===== config.mk =====
export PLATFORM = sky130hd
export DESIGN_NAME = clk_divider_prog_flat
export DESIGN_NICKNAME = d
export VERILOG_FILES = /design/src/rtl/clk_divider_prog_if.sv /design/src/rtl/clk_divider_prog.sv /design/src/flat_wrapper.sv
export SDC_FILE = /design/constraint.sdc
export NUM_CORES = 1
export LEC_CHECK = 0
export ABC_AREA = 1
export CORE_MARGIN = 2
export CORE_UTILIZATION = 31
export DETAILED_ROUTE_END_ITERATION = 12
export PLACE_DENSITY = 0.53
export SYNTH_ARGS = -nofsm -noshare
export SYNTH_HDL_FRONTEND = slang
export SYNTH_SLANG_ARGS = --single-unit

===== constraint.sdc =====
create_clock -name clki -period 5.75 [get_ports clki]
set_input_delay 1.4375 -clock clki [delete_from_list [all_inputs] [get_ports clki]]
set_output_delay 1.4375 -clock clki [all_outputs]
set_load 0.02 [all_outputs]

===== src/rtl/clk_divider_prog_if.sv =====
// Control/status bundle for the programmable clock divider.
// The master drives run enable and divisor loads; the slave returns the divided clock and status.
interface clk_divider_prog_if #(
  parameter int WIDTH = 8
) ();
  logic             en;
  logic [WIDTH-1:0] div_i;
  logic             div_load;
  logic             clko;
  logic             tick;
  logic             busy;
  logic             err;

  modport master (
    output en, div_i, div_load,
    input  clko, tick, busy, err
  );

  modport slave (
    input  en, div_i, div_load,
    output clko, tick, busy, err
  );
endinterface


===== src/rtl/clk_divider_prog.sv =====
// Programmable integer clock divider with 50% duty for odd and even divisors.
// Divisor changes are queued and applied only at a period boundary.
module clk_divider_prog #(
  parameter int WIDTH    = 8,
  parameter int DIV_INIT = 5
) (
  input logic               clki,
  input logic               rst_n,
  clk_divider_prog_if.slave bus
);

  typedef enum logic [0:0] {
    ST_IDLE = 1'b0,
    ST_RUN  = 1'b1
  } state_t;

  state_t           state_r, state_s;
  logic [WIDTH-1:0] cnt_r, cnt_s;
  logic [WIDTH-1:0] div_r, div_s;
  logic [WIDTH-1:0] pend_val_r, pend_val_s;
  logic             pend_r, pend_s;
  logic             clk_p_r, clk_p_s;
  logic             tick_r, tick_s;
  logic             err_r, err_s;
  logic             fall_n_r;
  logic             wrap_s, start_s, load_ok_s;
  logic [WIDTH-1:0] half_dn_s, half_up_s, cnt_inc_s, last_s;

  // Period geometry derived from the active divisor.
  always_comb begin
    half_dn_s = div_r >> 1;
    half_up_s = half_dn_s + {{(WIDTH-1){1'b0}}, div_r[0]};
    cnt_inc_s = cnt_r + {{(WIDTH-1){1'b0}}, 1'b1};
    last_s    = div_r - {{(WIDTH-1){1'b0}}, 1'b1};
    wrap_s    = (state_r == ST_RUN) && (cnt_r == last_s);
    load_ok_s = bus.div_load && (|bus.div_i[WIDTH-1:1]);
  end

  // Next-state, counter, divisor queue and posedge-aligned output decode.
  always_comb begin
    state_s    = state_r;
    cnt_s      = cnt_r;
    div_s      = div_r;
    pend_s     = pend_r;
    pend_val_s = pend_val_r;
    clk_p_s    = 1'b0;
    tick_s     = 1'b0;
    err_s      = 1'b0;
    start_s    = 1'b0;

    case (state_r)
      ST_IDLE: begin
        if (bus.en) begin
          start_s = 1'b1;
        end else begin
          cnt_s = {WIDTH{1'b0}};
        end
      end
      ST_RUN: begin
        if (wrap_s) begin
          if (bus.en) begin
            start_s = 1'b1;
          end else begin
            state_s = ST_IDLE;
            cnt_s   = {WIDTH{1'b0}};
          end
        end else begin
          cnt_s   = cnt_inc_s;
          clk_p_s = (cnt_inc_s < half_up_s);
        end
      end
      default: begin
        state_s = ST_IDLE;
        cnt_s   = {WIDTH{1'b0}};
      end
    endcase

    // A new period picks up whatever was pending before this edge.
    if (start_s) begin
      state_s = ST_RUN;
      cnt_s   = {WIDTH{1'b0}};
      clk_p_s = 1'b1;
      tick_s  = 1'b1;
      if (pend_r) begin
        div_s = pend_val_r;
      end else begin
        div_s = div_r;
      end
      pend_s = 1'b0;
    end else begin
      pend_s = pend_r;
    end

    // A load in the same cycle as a wrap is queued for the following wrap.
    if (load_ok_s) begin
      pend_s     = 1'b1;
      pend_val_s = bus.div_i;
    end else if (bus.div_load) begin
      err_s = 1'b1;
    end else begin
      err_s = 1'b0;
    end
  end

  // Posedge state register.
  always_ff @(posedge clki or negedge rst_n) begin
    if (!rst_n) begin
      state_r    <= ST_IDLE;
      cnt_r      <= {WIDTH{1'b0}};
      div_r      <= WIDTH'(DIV_INIT);
      pend_r     <= 1'b0;
      pend_val_r <= {WIDTH{1'b0}};
      clk_p_r    <= 1'b0;
      tick_r     <= 1'b0;
      err_r      <= 1'b0;
    end else begin
      state_r    <= state_s;
      cnt_r      <= cnt_s;
      div_r      <= div_s;
      pend_r     <= pend_s;
      pend_val_r <= pend_val_s;
      clk_p_r    <= clk_p_s;
      tick_r     <= tick_s;
      err_r      <= err_s;
    end
  end

  // Odd divisors: cut the high phase half a cycle early on the middle count.
  always_ff @(negedge clki or negedge rst_n) begin
    if (!rst_n) begin
      fall_n_r <= 1'b0;
    end else begin
      fall_n_r <= (state_r == ST_RUN) && div_r[0] && (cnt_r == half_dn_s);
    end
  end

  assign bus.clko = clk_p_r & ~fall_n_r;
  assign bus.tick = tick_r;
  assign bus.busy = pend_r;
  assign bus.err  = err_r;

endmodule


===== src/flat_wrapper.sv =====
// flat-port wrapper written by rule: the top's interface ports become plain ports
module clk_divider_prog_flat 
#(
  parameter int WIDTH    = 8,
  parameter int DIV_INIT = 5
)
  (clki, rst_n, bus_en, bus_div_i, bus_div_load, bus_clko, bus_tick, bus_busy, bus_err);
  clk_divider_prog_if #(.WIDTH(WIDTH)) bus_i ();
  input logic clki;
  input logic rst_n;
  input wire logic [$bits(bus_i.en)-1:0] bus_en;
  input wire logic [$bits(bus_i.div_i)-1:0] bus_div_i;
  input wire logic [$bits(bus_i.div_load)-1:0] bus_div_load;
  output wire logic [$bits(bus_i.clko)-1:0] bus_clko;
  output wire logic [$bits(bus_i.tick)-1:0] bus_tick;
  output wire logic [$bits(bus_i.busy)-1:0] bus_busy;
  output wire logic [$bits(bus_i.err)-1:0] bus_err;
  assign bus_i.en = bus_en;
  assign bus_i.div_i = bus_div_i;
  assign bus_i.div_load = bus_div_load;
  assign bus_clko = bus_i.clko;
  assign bus_tick = bus_i.tick;
  assign bus_busy = bus_i.busy;
  assign bus_err = bus_i.err;
  clk_divider_prog #(.WIDTH(WIDTH), .DIV_INIT(DIV_INIT)) u_core (.clki(clki), .rst_n(rst_n), .bus(bus_i));
endmodule

==> results.json <==
{
  "place_area_mm2": 0.002072,
  "core.rowCount": 28,
  "fp.coreArea_mm2": 0.005956,
  "ant_nets": 0,
  "ys_top_cells_by_count": "nand2_1 (58), inv_1 (31), dfrtp_1 (27)",
  "htree_levels": 2,
  "ys_async_sr_fraction_pct": 100.0,
  "finalSetupTns_ns": 0,
  "clkSlewWorstSetupHoldPaths_ns": 0.06,
  "synth_edf_count": 0,
  "insertion_delay_ns": 0.29,
  "pwr-share-clk_pct": 45.2,
  "ir_drop_uv": 136.9,
  "p_seq_share_pct": 50.0,
  "finalHoldViolCount": 0,
  "combinationalPowerShare_pct": 4.8,
  "cts_resized": 0,
  "synthCells": 236,
  "cp_max_fo": 1,
  "track_usage_pct": 12.73,
  "first_global_vias": 1435,
  "reg2reg_depth": 3,
  "ys_ff_latch": 30,
  "min_from": "u_core.pend_val_r[7]$_DFFE_PN0P_",
  "layout-drive-gt1-share_pct": 9.600,
  "avgSynthCellArea_um2": 8.117,
  "cts_made_buffers": 5,
  "holdPathStages": 2,
  "final_cell_area_mm2": 0.002182,
  "grt_max_degree": 30,
  "switchingPower_uw": 90.51,
  "internal_power_uw": 348.8,
  "status": "completed",
  "utilization_pct": 36.64,
  "post_cts_buffers": 0,
  "sw_frac_of_total_pct": 20.60,
  "min_to": "u_core.pend_val_r[7]$_DFFE_PN0P_",
  "synthFlopType": "dfrtp_1",
  "r2r_start": "u_core.div_r[0]$_DFFE_PN1P_",
  "maxSlewViolCount": 0,
  "fp.dieH_um": 82.61,
  "start_util_pct": 32.16,
  "power.leakage_nw": 1.103,
  "port_buffers": 15,
  "ys_seq_area_share_pct": 39.32,
  "rr_endpoint": "u_core.fall_n_r$_DFF_NN0_",
  "synth_top_area_share_pct": 35.27,
  "power_density_mw_per_mm2": 201.3,
  "yosysTopAreaCell": "dfrtp_1",
  "clock_path_buffers": 2,
  "drc": 0,
  "worst_pin_slew_ns": 0.8340,
  "first_iter_violations": 34,
  "rsz0062_at_grt": "no",
  "fin_worst_skew_ns": 0.01324,
  "required_ns": 4.31,
  "holdBufCountCts": 0,
  "grt.overflow.total": 0,
  "fp.dieArea_mm2": 0.006824,
  "gp_congestion": 0.7824,
  "wire_per_inst_um": 11.47,
  "clock-root-buffer": "clkbuf_8",
  "cts_tree": "yes",
  "diodes": 0,
  "cp.arrival_ns": 4.18,
  "antenna_found_initial": 0,
  "fp.dieW_um": 82.61,
  "cts_sinks": 30,
  "ff2ff_setup_slack_ns": 1.36,
  "syn_nets": 259,
  "syn_area_mm2": 0.001916,
  "dr.pass1.iters": 4,
  "critPathKind": "flip-flop to primary output",
  "hold_class": "flip-flop to flip-flop",
  "grt_pass1_wl_um": 6603,
  "synthDistinctLibCells": 33,
  "pin_count": 16,
  "vias": 1462,
  "cp-start-kind": "flip-flop",
  "dp_hpwl_um": 2856,
  "nNetsFinal": 272,
  "n_fill_cell": 649,
  "synth_area_leaders": "dfrtp_1 (35%), nand2_1 (11%), ha_1 (7.2%)",
  "yosys_warnings": 0,
  "synth.most_common_cell": "nand2_1",
  "relSlewSlack_pct": 44.36,
  "end_kind": "primary output",
  "setup_viol": 0,
  "wirelength_um": 3727,
  "area_growth_syn_to_layout_pct": 13.91,
  "vias_per_cell": 4.498,
  "max_cap_violations": 0
}
critical path, cell delays in order (launching register included):
cell and delay, ns:
dfrtn_1 0.32, nor2_1 0.09, clkdlybuf4s50_1 0.60
state kept, by name (all words and copies together) (netlist names):
signal             flops
u_core.cnt_r           8
u_core.div_r           8
u_core.pend_val_r      8
u_core.bus.busy        1
u_core.bus.err         1
u_core.bus.tick        1
u_core.clk_p_r         1
u_core.fall_n_r        1
u_core.state_r         1
cell usage in the layout (no fill, tap or decap), types with 2 or more instances in the layout:
cell type         n
xor2_1           12
nor4_1            2
nand2_1          58
mux2_2            5
o21ai_0           8
xnor2_1           5
nor3_1            2
inv_2             3
nand3_1          15
nand4_1           9
clkdlybuf4s50_1  15
clkbuf_8          8
dfrtp_1          27
a21oi_1           4
nor2_1           20
dfstp_2           2
inv_1            31
ha_1             11
o22ai_1           2
logic make-up (layout without fill, tap and decap cells):
family	after synthesis	in the layout	share of synthesized area, %
adders and majority gates	11	11	7.185
xor gates and xnor gates	17	17	7.773
buffers and inverters	44	58	11.63
and+or+nand+nor	113	113	26.32
AOI/OAI and AO/OA	16	16	4.834
muxes	5	5	2.939
DFF	30	30	39.32
routing by layer:
layer  routed length, um  part of all wire, %  global-route usage (%)
met5                   0                    0                       0
met1                1809                   49                   16.32
met3                 120                  3.2                   3.152
met4                  38                  1.0                   2.951
met2                1759                   47                   21.61
power groups by stage:
stage               combinational (mW)  clock, mW  sequential (mW)
finish                          0.0211      0.198            0.220
global route                    0.0240      0.216            0.220
CTS                             0.0219      0.207            0.220
detailed placement              0.0218          0            0.224
global placement                0.0218          0            0.223
floorplan                      0.00874          0            0.223
worst max path at each step:
stage | cells after the start | startpoint | endpoint
3_3_place_gp | 2 | u_core.fall_n_r$_DFF_NN0_ | bus_clko
3_5_place_dp | 2 | u_core.fall_n_r$_DFF_NN0_ | bus_clko
4_1_cts | 2 | u_core.fall_n_r$_DFF_NN0_ | bus_clko
2_1_floorplan | 1 | u_core.fall_n_r$_DFF_NN0_ | bus_clko
6_report | 2 | u_core.fall_n_r$_DFF_NN0_ | bus_clko
5_1_grt | 2 | u_core.fall_n_r$_DFF_NN0_ | bus_clko
stage by stage:
stage	instances	power [mW]	worst slack, ns	hold slack [ns]
after global placement	317	0.2451	0.4328	0.4674
after floorplan	236	0.2315	0.8327	0.4531
final	325	0.4393	0.1353	0.4819
after detailed placement	317	0.2454	0.4225	0.4729
after CTS	325	0.4488	0.1178	0.4884
after global routing	325	0.4599	0.08033	0.5127
layout make-up:
class	instances	area, um2	share of cell area, %
Clock buffer	8	110.1	5.046
Inverter	34	127.6	5.849
Multi-Input combinational cell	162	939.7	43.06
Sequential cell	30	753.2	34.52
Tap cell	75	93.84	4.300
Timing Repair Buffer	16	157.7	7.225
Power figures use the tool's default switching activity.
